## config.mk

```make
export PLATFORM = sky130hd
export DESIGN_NAME = station_cmd_ctrl_flat
export DESIGN_NICKNAME = d
export VERILOG_FILES = /design/src/rtl/station_cmd_if.sv /design/src/rtl/station_cmd_ctrl.sv /design/src/flat_wrapper.sv
export SDC_FILE = /design/constraint.sdc
export NUM_CORES = 1
export LEC_CHECK = 0
export ABC_AREA = 1
export ABC_CLOCK_PERIOD_IN_PS = 4019
export BUFFER_PORTS_ARGS = -buffer_cell sky130_fd_sc_hd__buf_2
export CORE_MARGIN = 1.5
export CORE_UTILIZATION = 45
export CTS_CLUSTER_DIAMETER = 100
export DETAILED_ROUTE_END_ITERATION = 8
export GPL_TIMING_DRIVEN = 1
export PLACE_DENSITY_LB_ADDON = 0.08
export SLEW_MARGIN = 20
export SYNTH_ARGS = -nofsm -noshare
export SYNTH_HDL_FRONTEND = slang
export SYNTH_SLANG_ARGS = --single-unit
```

## constraint.sdc

```tcl
create_clock -name clk -period 4.02 [get_ports clk]
set_input_delay 0.402 -clock clk [delete_from_list [all_inputs] [get_ports clk]]
set_output_delay 0.402 -clock clk [all_outputs]
set_load 0.01 [all_outputs]
```

## src/rtl/station_cmd_if.sv

```systemverilog
// Command/barcode/motion bundle between the station sequencer and its neighbours.
// The slave side is the sequencer; the master side is whoever drives the command
// path, barcode decoder and obstacle sensor.
interface station_cmd_if;
  logic       cmd_rdy;
  logic [7:0] cmd;
  logic       clr_cmd_rdy;
  logic       ID_vld;
  logic [7:0] ID;
  logic       clr_ID_vld;
  logic       OK2Move;
  logic       go;
  logic       in_transit;
  logic [5:0] dest_ID;
  logic       timeout;
  logic       buzz;
  logic       buzz_n;

  modport slave (
    input  cmd_rdy, cmd, ID_vld, ID, OK2Move,
    output clr_cmd_rdy, clr_ID_vld, go, in_transit, dest_ID, timeout, buzz, buzz_n
  );

  modport master (
    output cmd_rdy, cmd, ID_vld, ID, OK2Move,
    input  clr_cmd_rdy, clr_ID_vld, go, in_transit, dest_ID, timeout, buzz, buzz_n
  );
endinterface

```

## src/rtl/station_cmd_ctrl.sv

```systemverilog
// Station command sequencer: takes GO/STOP commands, tracks the destination station,
// stops when the matching barcode is read, aborts on a motion watchdog and drives the
// obstacle buzzer while blocked in transit.
module station_cmd_ctrl #(
  parameter int unsigned BUZZ_DIV = 12500,
  parameter int unsigned TIMEOUT  = 50000000,
  parameter int unsigned TO_W     = 26
) (
  input  logic        clk,
  input  logic        rst,
  station_cmd_if.slave bus
);

  localparam int unsigned BW = (BUZZ_DIV > 2) ? $clog2(BUZZ_DIV) : 1;
  localparam logic [BW-1:0]   DivMax = BW'(BUZZ_DIV - 1);
  localparam logic [TO_W-1:0] ToMax  = TO_W'(TIMEOUT - 1);

  localparam logic [1:0] OpStop = 2'b00;
  localparam logic [1:0] OpGo   = 2'b01;

  typedef enum logic [0:0] {StIdle, StTransit} state_e;

  state_e          state_q, state_d;
  logic [5:0]      dest_q, dest_d;
  logic [TO_W-1:0] to_cnt_q, to_cnt_d;
  logic            timeout_q, timeout_d;
  logic [BW-1:0]   div_q, div_d;
  logic            buzz_q, buzz_d;

  logic       in_transit;
  logic       go;
  logic       clr_cmd;
  logic       clr_id;
  logic       buzz_active;
  logic [1:0] op;
  logic       id_match;

  assign in_transit  = (state_q == StTransit);
  assign go          = in_transit & bus.OK2Move;
  assign buzz_active = in_transit & ~bus.OK2Move;
  assign op          = bus.cmd[7:6];
  // Only IDs with a clear upper field can name a station.
  assign id_match    = (bus.ID[7:6] == 2'b00) && (bus.ID[5:0] == dest_q);

  // Flag consumption: cmd wins; a pending ID waits one cycle behind it.
  always_comb begin
    clr_cmd = bus.cmd_rdy;
    clr_id  = bus.ID_vld & ~bus.cmd_rdy;
  end

  // Next-state, destination latch and watchdog.
  always_comb begin
    state_d   = state_q;
    dest_d    = dest_q;
    to_cnt_d  = to_cnt_q;
    timeout_d = 1'b0;
    unique case (state_q)
      StIdle: begin
        to_cnt_d = '0;
        if (bus.cmd_rdy && (op == OpGo)) begin
          dest_d  = bus.cmd[5:0];
          state_d = StTransit;
        end
      end
      StTransit: begin
        if (bus.cmd_rdy) begin
          to_cnt_d = '0;
          case (op)
            OpStop:  state_d = StIdle;
            OpGo:    dest_d  = bus.cmd[5:0];
            default: ;
          endcase
        end else if (bus.ID_vld) begin
          to_cnt_d = '0;
          if (id_match) state_d = StIdle;
        end else if (go) begin
          if (to_cnt_q == ToMax) begin
            to_cnt_d  = '0;
            timeout_d = 1'b1;
            state_d   = StIdle;
          end else begin
            to_cnt_d = to_cnt_q + TO_W'(1);
          end
        end
      end
      default: state_d = StIdle;
    endcase
  end

  // Buzzer divider: toggles buzz every BUZZ_DIV cycles while blocked in transit.
  always_comb begin
    div_d  = div_q;
    buzz_d = buzz_q;
    if (!buzz_active) begin
      div_d  = '0;
      buzz_d = 1'b0;
    end else if (div_q == DivMax) begin
      div_d  = '0;
      buzz_d = ~buzz_q;
    end else begin
      div_d = div_q + BW'(1);
    end
  end

  // State registers.
  always_ff @(posedge clk or posedge rst) begin
    if (rst) begin
      state_q   <= StIdle;
      dest_q    <= '0;
      to_cnt_q  <= '0;
      timeout_q <= 1'b0;
      div_q     <= '0;
      buzz_q    <= 1'b0;
    end else begin
      state_q   <= state_d;
      dest_q    <= dest_d;
      to_cnt_q  <= to_cnt_d;
      timeout_q <= timeout_d;
      div_q     <= div_d;
      buzz_q    <= buzz_d;
    end
  end

  assign bus.clr_cmd_rdy = clr_cmd;
  assign bus.clr_ID_vld  = clr_id;
  assign bus.go          = go;
  assign bus.in_transit  = in_transit;
  assign bus.dest_ID     = dest_q;
  assign bus.timeout     = timeout_q;
  assign bus.buzz        = buzz_q;
  assign bus.buzz_n      = ~buzz_q;

endmodule

```

## src/flat_wrapper.sv

```systemverilog
// flat-port wrapper written by rule: the top's interface ports become plain ports
module station_cmd_ctrl_flat 
#(
  parameter int unsigned BUZZ_DIV = 12500,
  parameter int unsigned TIMEOUT  = 50000000,
  parameter int unsigned TO_W     = 26
)
  (clk, rst, bus_cmd_rdy, bus_cmd, bus_ID_vld, bus_ID, bus_OK2Move, bus_clr_cmd_rdy, bus_clr_ID_vld, bus_go, bus_in_transit, bus_dest_ID, bus_timeout, bus_buzz, bus_buzz_n);
  station_cmd_if bus_i ();
  input  logic clk;
  input  logic rst;
  input wire logic [$bits(bus_i.cmd_rdy)-1:0] bus_cmd_rdy;
  input wire logic [$bits(bus_i.cmd)-1:0] bus_cmd;
  input wire logic [$bits(bus_i.ID_vld)-1:0] bus_ID_vld;
  input wire logic [$bits(bus_i.ID)-1:0] bus_ID;
  input wire logic [$bits(bus_i.OK2Move)-1:0] bus_OK2Move;
  output wire logic [$bits(bus_i.clr_cmd_rdy)-1:0] bus_clr_cmd_rdy;
  output wire logic [$bits(bus_i.clr_ID_vld)-1:0] bus_clr_ID_vld;
  output wire logic [$bits(bus_i.go)-1:0] bus_go;
  output wire logic [$bits(bus_i.in_transit)-1:0] bus_in_transit;
  output wire logic [$bits(bus_i.dest_ID)-1:0] bus_dest_ID;
  output wire logic [$bits(bus_i.timeout)-1:0] bus_timeout;
  output wire logic [$bits(bus_i.buzz)-1:0] bus_buzz;
  output wire logic [$bits(bus_i.buzz_n)-1:0] bus_buzz_n;
  assign bus_i.cmd_rdy = bus_cmd_rdy;
  assign bus_i.cmd = bus_cmd;
  assign bus_i.ID_vld = bus_ID_vld;
  assign bus_i.ID = bus_ID;
  assign bus_i.OK2Move = bus_OK2Move;
  assign bus_clr_cmd_rdy = bus_i.clr_cmd_rdy;
  assign bus_clr_ID_vld = bus_i.clr_ID_vld;
  assign bus_go = bus_i.go;
  assign bus_in_transit = bus_i.in_transit;
  assign bus_dest_ID = bus_i.dest_ID;
  assign bus_timeout = bus_i.timeout;
  assign bus_buzz = bus_i.buzz;
  assign bus_buzz_n = bus_i.buzz_n;
  station_cmd_ctrl #(.BUZZ_DIV(BUZZ_DIV), .TIMEOUT(TIMEOUT), .TO_W(TO_W)) u_core (.clk(clk), .rst(rst), .bus(bus_i));
endmodule
```

==> results of run 1 <==
registers in the layout, indices dropped and copies added, names as in the netlist:
name / cells
u_core.bus.buzz: 1
u_core.bus.dest_ID: 6
u_core.bus.in_transit: 1
u_core.bus.timeout: 1
u_core.div_q: 14
u_core.to_cnt_q: 26
cells by family (layout without fill, tap and decap cells):
kind of cell	Yosys count	in the layout	synth area share
xor+xnor	16	16	0.0455
fa+ha+maj	2	2	0.00813
flops	49	49	0.399
buf+inv	66	101	0.0895
simple gates	253	253	0.386
compound gates	38	38	0.0720
Yosys cell counts, drive strengths merged, types with 5 or more instances:
| cell | instances | area (µm²) |
|---|---|---|
| buf | 5 | 46.3 |
| nor2 | 60 | 278 |
| nand3 | 39 | 250 |
| o21ai | 21 | 124 |
| xnor2 | 6 | 52.6 |
| dfrtp | 49 | 1230 |
| inv | 60 | 225 |
| nand4 | 8 | 56.3 |
| nor3 | 19 | 95.1 |
| o22ai | 5 | 31.3 |
| nand2 | 125 | 494 |
| a21oi | 9 | 45.0 |
| xor2 | 10 | 87.6 |
worst max-delay path, cell delays in order (launching register included):
cell	delay (ps)
dfrtp_1	420
inv_1	60
nor2_1	220
nand2_1	380
inv_1	550
nand2_1	100
a21oi_1	160
worst min-delay path by stage:
| stage | start | to | cells past startpoint |
|---|---|---|---|
| 2_1_floorplan | u_core.to_cnt_q[1] | u_core.to_cnt_q[1] | 2 |
| 3_3_place_gp | u_core.bus.dest_ID[4] | u_core.bus.dest_ID[4] | 2 |
| 3_5_place_dp | u_core.bus.dest_ID[4] | u_core.bus.dest_ID[4] | 2 |
| 4_1_cts | bus_cmd[0] | u_core.bus.dest_ID[0] | 3 |
| 5_1_grt | rst | u_core.div_q[13] | 2 |
| 6_report | rst | u_core.div_q[13] | 2 |
power by group through the flow:
stage | combinational (W) | sequential (W) | clock [W]
after floorplan | 0.0000781 | 0.000547 | 0
after global placement | 0.000135 | 0.000541 | 0
after CTS | 0.000137 | 0.000532 | 0.000385
after detailed placement | 0.000137 | 0.000541 | 0
final | 0.000134 | 0.000532 | 0.000374
after global routing | 0.000155 | 0.000536 | 0.000402
cell type report:
type,instances,area [µm²],area share
timing repair buffer,33,165,0.0484
clock buffer,7,86.3,0.0253
tap,77,96.3,0.0282
multi-input combinational,309,1580,0.463
clock inverter,1,30.0,0.00880
inverter,60,226,0.0664
sequential,49,1230,0.360
metal layers:
layer,vias up,wire length (µm)
met1,1244,3240
met3,6,315
met4,0,65
li1,1418,-
met5,-,0
met2,53,3230
through the flow:
stage / area (µm²) / hold slack (ps) / std cells / util
6_report: 3410 / 231 / 536 / 0.525
5_1_grt: 3410 / 295 / 536 / 0.525
4_1_cts: 3400 / 278 / 536 / 0.524
3_5_place_dp: 3290 / 510 / 528 / 0.506
3_3_place_gp: 3290 / 500 / 528 / 0.506
2_1_floorplan: 3080 / 474 / 424 / -
==> summary.txt, run 1 <==
Worst setup path
  – R2R Path End: u_core.to_cnt_q[19]
  – Worst Path Arrival: 2200 ps
  – R2r setup slk: around 2100 ps
  – Largest fanout on the critical path: 15
  – Crit path to: u_core.to_cnt_q[19]
  – R2r worst-path depth: 6
  – Crit. End Element: register
  – Critical Path Source Type: register
  – Worst path required time: between 4000 and 5000 ps
  – Reg-to-reg startpoint: u_core.bus.in_transit
  – Kind of critical path: register to register
  – Worst setup startpoint: u_core.bus.in_transit

Clocking
  – # clock sinks: a little under 50
  – Post-CTS Setup Inserts: 0
  – Hold-fix buffers, CTS: 0
  – Worst-path clk slew: 90 ps
  – Clk Latency, worst-skew pair: around 310 ps
  – CTS tree: yes
  – CTS Buf Count: 5
  – Clock root cell: clkbuf_8
  – Max Buffers Root-to-Sink: 2
  – CTS resizes: 0
  – H-tree depth: 2

Detailed routing
  – Post-Route WL: 6850 µm
  – Via count: 2,721
  – Drt pass-1 iters: 6
  – Vias per std cell: 5.08
  – 1st-iter DRT viols: 190
  – Final antenna-violating net count: 0
  – DR WL/cell: 12.8 µm
  – DRC Markers: 0

Floorplanning
  – Floorplan die height: 85.7 µm
  – Die width: 85.7 µm
  – Cell Rows: 29
  – Initial Util: 0.474
  – Die area: 7340 µm²
  – Core area: between 6000 and 7000 µm²
  – I/O pins: 34

Finish
  – Fill cells: 618
  – Commonest non-fill, non-tap cell in the layout: nand2_1
  – Diode count: 0
  – Most frequent cells in the layout: 117 x nand2_1, 58 x inv_1, 49 x nor2_1, 49 x dfrtp_1, 33 x buf_2
  – Share of layout cells above drive strength 1: 0.172
  – Area growth syn-to-layout: 10.9%
  – Nets: approximately 480

Power
  – Leak: 1.54 nW
  – Sequential power share: 0.512
  – Switching power: 0.000277 W
  – Internal power: between 0.0007 and 0.0008 W
  – PwrDens: 305 nW/µm²
  – Share of total power consumed by net switching: 0.267
  – Clock power frac: 0.360
  – Tot Pwr: 0.00104 W
  – Peak VDD IR: ~0.15 mV
  – Comb power frac: 0.128

STA
  – # setup viols final: 0
  – Crit path time final: 1960 ps
  – TNS Setup: 0 ps
  – Hold Vio Cnt, Final: 0
  – Final Cycle Share: 0.489
  – Slew @ Worst Pin: 856 ps
  – Maximum operating frequency: 0.509 GHz
  – Unrepaired setup endpoints after global routing: no
  – Setup ws final: 2060 ps
  – Slew margin rel.: 0.429
  – Fin. max-slew vios: 0
  – Setup Skew: 6.76 ps

Synthesis
  – Post-synth EDFFs: 0
  – Synth Register Bits: 49
  – Register area share after synthesis: 0.399
  – Mapped Nets: 447
  – Cells after synthesis: 424
  – Cell variety after synth: 30
  – Async set-reset flop share out of synthesis: 1.00
  – Avg Cell Area, Syn: 7.26 µm²
  – Most common flop cell mapped by yosys: dfrtp_1
  – Synth warn: 0
  – Mapped cell area: 3080 µm²

GRT
  – Met2 Use GR: 0.336
  – Initial antenna violation count: 0
  – Total track usage: 0.202
  – Vias in the first global route: 2,561
  – GRT met1 Usage: 0.275
  – Congestion Overflow GR: 0
  – Largest net degree at the start of global routing: 50
  – Global-route wire length before repair: 11,800 µm
  – Met3 usage: 0.0346
  – Busiest metal layer after global routing: met2

Place
  – Final GP Congestion: 0.875
  – I/O Buffers: 33
  – Place WS: 1950 ps
  – Post-DP HPWL: 5090 µm

Status
  – Status: finished clean

Min path
  – Worst Hold Class: primary input to async pin

Job
  – Max-cap violations: 0
(Power assumes the default switching activity.)
==> run 2, diff against run 1 <==
--- a/config.mk
+++ b/config.mk
@@ -5,8 +5,8 @@
 export SDC_FILE = /design/constraint.sdc
 export NUM_CORES = 1
 export LEC_CHECK = 0
-export ABC_AREA = 1
-export ABC_CLOCK_PERIOD_IN_PS = 4019
+export ABC_AREA = 0
+export ABC_CLOCK_PERIOD_IN_PS = 2000
 export BUFFER_PORTS_ARGS = -buffer_cell sky130_fd_sc_hd__buf_2
 export CORE_MARGIN = 1.5
 export CORE_UTILIZATION = 45
==> constraint.sdc (replaced) <==
create_clock -name clk -period 2 [get_ports clk]
set_input_delay 0.2 -clock clk [delete_from_list [all_inputs] [get_ports clk]]
set_output_delay 0.2 -clock clk [all_outputs]
set_load 0.01 [all_outputs]
==> summary.txt, run 2 <==
Status
  – Status: finished, violations left
  – Failing checks: negative setup slack

Synthesis
  – Register area share after synthesis: 0.452 (+0.0539)
  – Most numerous cell in the Yosys netlist: dfrtp_1
  – Commonest cells post-synth: 49 x dfrtp_1, 31 x nand3_1, 29 x a31oi_1
  – Synth Register Bits: 49 (unchanged)
  – Post-synth EDFFs: 0 (unchanged)
  – Mapped cell area: 2710 µm² (-12%)
  – Avg Cell Area, Syn: 9.44 µm² (+30%)
  – Cells after synthesis: 287 (-32%)
  – Synth warn: 0 (unchanged)
  – Async set-reset flop share out of synthesis: 1.00 (unchanged)
  – Mapped Nets: 310 (-31%)
  – Share of the synthesized area in the top cell type: 0.452 (+0.0539)
  – Synth area leaders: dfrtp_1 45%, a31oi_1 6.7%, nand3_1 5.7%
  – Most common flop cell mapped by yosys: dfrtp_1
  – Cell variety after synth: 41 (+37%)
  – Post-synth top area cell: dfrtp_1

Power
  – Leak: 1.43 nW (-7.3%)
  – Clock power frac: 0.377 (+0.017)
  – Comb power frac: 0.096 (-0.032)
  – Share of total power consumed by net switching: 0.237 (-0.0299)
  – PwrDens: 580 nW/µm² (+90%)
  – Switching power: 0.000470 W (+69%)
  – Peak VDD IR: 0.396 mV (+160%)
  – Internal power: 0.00152 W (+99%)
  – Sequential power share: 0.526 (+0.014)
  – Tot Pwr: 0.00199 W (+91%)

Finish
  – Max reg flops: 26 (unchanged)
  – Share of layout cells above drive strength 1: 0.284 (+0.112)
  – Diode count: 0 (unchanged)
  – Most frequent cells in the layout: 49 x dfrtp_1, 33 x buf_2, 31 x nand3_1
  – Area growth syn-to-layout: 26.4%
  – Final Core Density: 0.585 (+0.0602)
  – Commonest non-fill, non-tap cell in the layout: dfrtp_1
  – Nets: 371 (-23%)
  – Fill cells: 524 (-15%)
  – Register area: 1230 µm² (unchanged)
  – Area of the multi-input gates: 1490 µm² (-5.5%)
  – Biggest register: u_core.to_cnt_q

Place
  – Post-DP HPWL: 4520 µm (-11%)
  – I/O Buffers: 33 (unchanged)
  – Final GP Congestion: 0.803 (-8.2%)

Worst setup path
  – Worst Path Arrival: 2210 ps (about the same)
  – Delay-heaviest family, CP: simple AND/OR/NAND/NOR gates
  – R2R Path End: u_core.to_cnt_q[25]
  – Largest fanout on the critical path: 23 (+8)
  – Crit path max-delay cell type: or4_4
  – Slowest cell delay on critical path: 530 ps (-20 ps)
  – Reg-to-reg startpoint: u_core.to_cnt_q[1]
  – R2r worst-path depth: 7 (+1)
  – Critical Path Source Type: register
  – Kind of critical path: register to register
  – Critical Path, Cell by Cell: ha_4, nand4_4, or2_4, or4_4, buf_12, a31oi_1, o22ai_1
  – R2r setup slk: -8 ps (-2060 ps)
  – Crit. End Element: register
  – Buffers & Inverters on Critical Path: 1 (-1)
  – Worst path required time: 2200 ps (-2050 ps)

STA
  – Crit path time final: 2010 ps (+43.1 ps)
  – Unrepaired setup endpoints after global routing: yes
  – Final Cycle Share: 1.00 (+0.515)
  – Setup Skew: 4.13 ps (-2.63 ps)
  – Hold Vio Cnt, Final: 0 (unchanged)
  – Slew margin rel.: 0.704 (+0.275)
  – Setup ws final: -8.08 ps (-2060 ps)
  – Slew @ Worst Pin: 442 ps (-413 ps)
  – # setup viols final: 3 (+3)
  – Fin. max-slew vios: 0 (unchanged)
  – TNS Setup: -14.8 ps (-14.8 ps)
  – Maximum operating frequency: 0.498 GHz (-2.1%)

GRT
  – Congestion Overflow GR: 0 (unchanged)
  – Initial antenna violation count: 0 (unchanged)
  – Global-route wire length before repair: 10,600 µm (-10%)
  – Vias in the first global route: 2,292 (-11%)
  – Largest net degree at the start of global routing: 41 (-18%)
  – Total track usage: 0.212 (+0.00978)

Detailed routing
  – DRC Markers: 0 (unchanged)
  – Vias per std cell: 5.67 (+12%)
  – Drt pass-1 iters: 4 (-2)
  – Final antenna-violating net count: 0 (unchanged)
  – Via count: 2,402 (-12%)
  – DR WL/cell: 15.2 µm (+19%)
  – Post-Route WL: 6460 µm (-5.7%)
  – 1st-iter DRT viols: 106 (-44%)

Clocking
  – Worst-path clk slew: 90 ps (about the same)
  – Clk Latency, worst-skew pair: 310 ps (about the same)
  – H-tree depth: 2 (unchanged)
  – Max Buffers Root-to-Sink: 2 (unchanged)
  – # clock sinks: 49 (unchanged)
  – Clock root cell: clkbuf_8
  – CTS Buf Count: 5 (unchanged)
  – CTS tree: yes

Floorplanning
  – I/O pins: 34 (unchanged)
  – Die area: 6500 µm² (-12%)
  – Floorplan die height: 80.6 µm (-5.9%)
  – Initial Util: 0.463 (-0.0105)
  – Cell Rows: 28 (-3.4%)
  – Die width: 80.6 µm (-5.9%)
  – Core area: 5850 µm² (-9.9%)

Min path
  – Hold Path Cell Cnt: 2
  – HP Start: bus_cmd[4]
  – Worst Hold Class: primary input to register
  – Worst Hold Path EP: u_core.bus.dest_ID[4]

Job
  – Max-cap violations: 0 (unchanged)
run 2: cell count changes in the layout (fill, tap and decap cells not counted), moves of 8 or more:
cell      delta
a31oi_1     +25
and3_1      +10
buf_4       +29
inv_1       -54
nand2_1     -97
nand3_2     -11
nand3b_1     +8
nor2_1      -27
nor3_1      -12
run 2: worst max-delay path by stage:
stage | from | to | slack [ps] | depth (start not counted)
floorplan | u_core.to_cnt_q[1] | u_core.to_cnt_q[25] | -20 | 8
finish | u_core.to_cnt_q[1] | u_core.to_cnt_q[25] | -8 | 7
global route | u_core.to_cnt_q[18] | u_core.to_cnt_q[11] | -100 | 6
CTS | u_core.to_cnt_q[1] | u_core.to_cnt_q[18] | -8 | 7
global placement | u_core.to_cnt_q[18] | u_core.bus.in_transit | 4 | 6
detailed placement | u_core.to_cnt_q[8] | u_core.bus.in_transit | -60 | 6
run 2: stage by stage:
step / instances / setup slack [ps] / hold WS [ps] / cell area (µm²)
2_1_floorplan: 287 / -22.1 / 300 / 2740
3_3_place_gp: 415 / 4.39 / 228 / 3200
3_5_place_dp: 415 / -64.1 / 235 / 3200
4_1_cts: 424 / -7.53 / 105 / 3350
5_1_grt: 424 / -104 / 113 / 3420
6_report: 424 / -8.08 / 119 / 3420
run 2: routing by layer:
| layer | track usage | share of wire |
|---|---|---|
| met3 | 0.0352 | 0.026 |
| met1 | 0.283 | 0.47 |
| met4 | 0.0672 | 0.013 |
| met5 | 0 | 0 |
| met2 | 0.348 | 0.49 |
run 2: worst reg2reg max path: stages (launching register included):
cell and delay (ps):
dfrtp_1 400, ha_4 170, nand4_4 90, or2_4 280, or4_4 530, buf_12 180
a31oi_1 170, o22ai_1 90
run 2: power by group through the flow:
stage               Combinational, W  Clock, W  Sequential, W
finish                      0.000191  0.000749        0.00105
global route                0.000213  0.000806        0.00105
CTS                         0.000196  0.000774        0.00105
detailed placement          0.000193         0        0.00107
global placement            0.000191         0        0.00107
floorplan                  0.0000956         0        0.00107
run 2: cell families after synthesis:
family,after synthesis,share of synthesized area
mux,6,0.0249
xor+xnor,22,0.0711
fa+ha+maj,2,0.00923
simple gates,138,0.276
buf+inv,19,0.0392
compound gates,51,0.127
flops,49,0.452
run 2: layout make-up:
| cell class | instances | area share |
|---|---|---|
| multi-input cells | 219 | 0.436 |
| clock inverters | 1 | 0.00877 |
| inverters | 5 | 0.00548 |
| well taps | 75 | 0.0274 |
| clock buffers | 7 | 0.0252 |
| repair buffers | 68 | 0.139 |
| flip-flops and latches | 49 | 0.358 |
run 2: repair_timing:
item / 4_1_cts / 5_1_grt
hold buffers: 1 / 0
pin swaps: 0 / 3
setup endpoints to repair: 24 / 25
setup buffers: 0 / 0
gates resized for setup: 5 / 9
hold endpoints to repair: 18 / 0
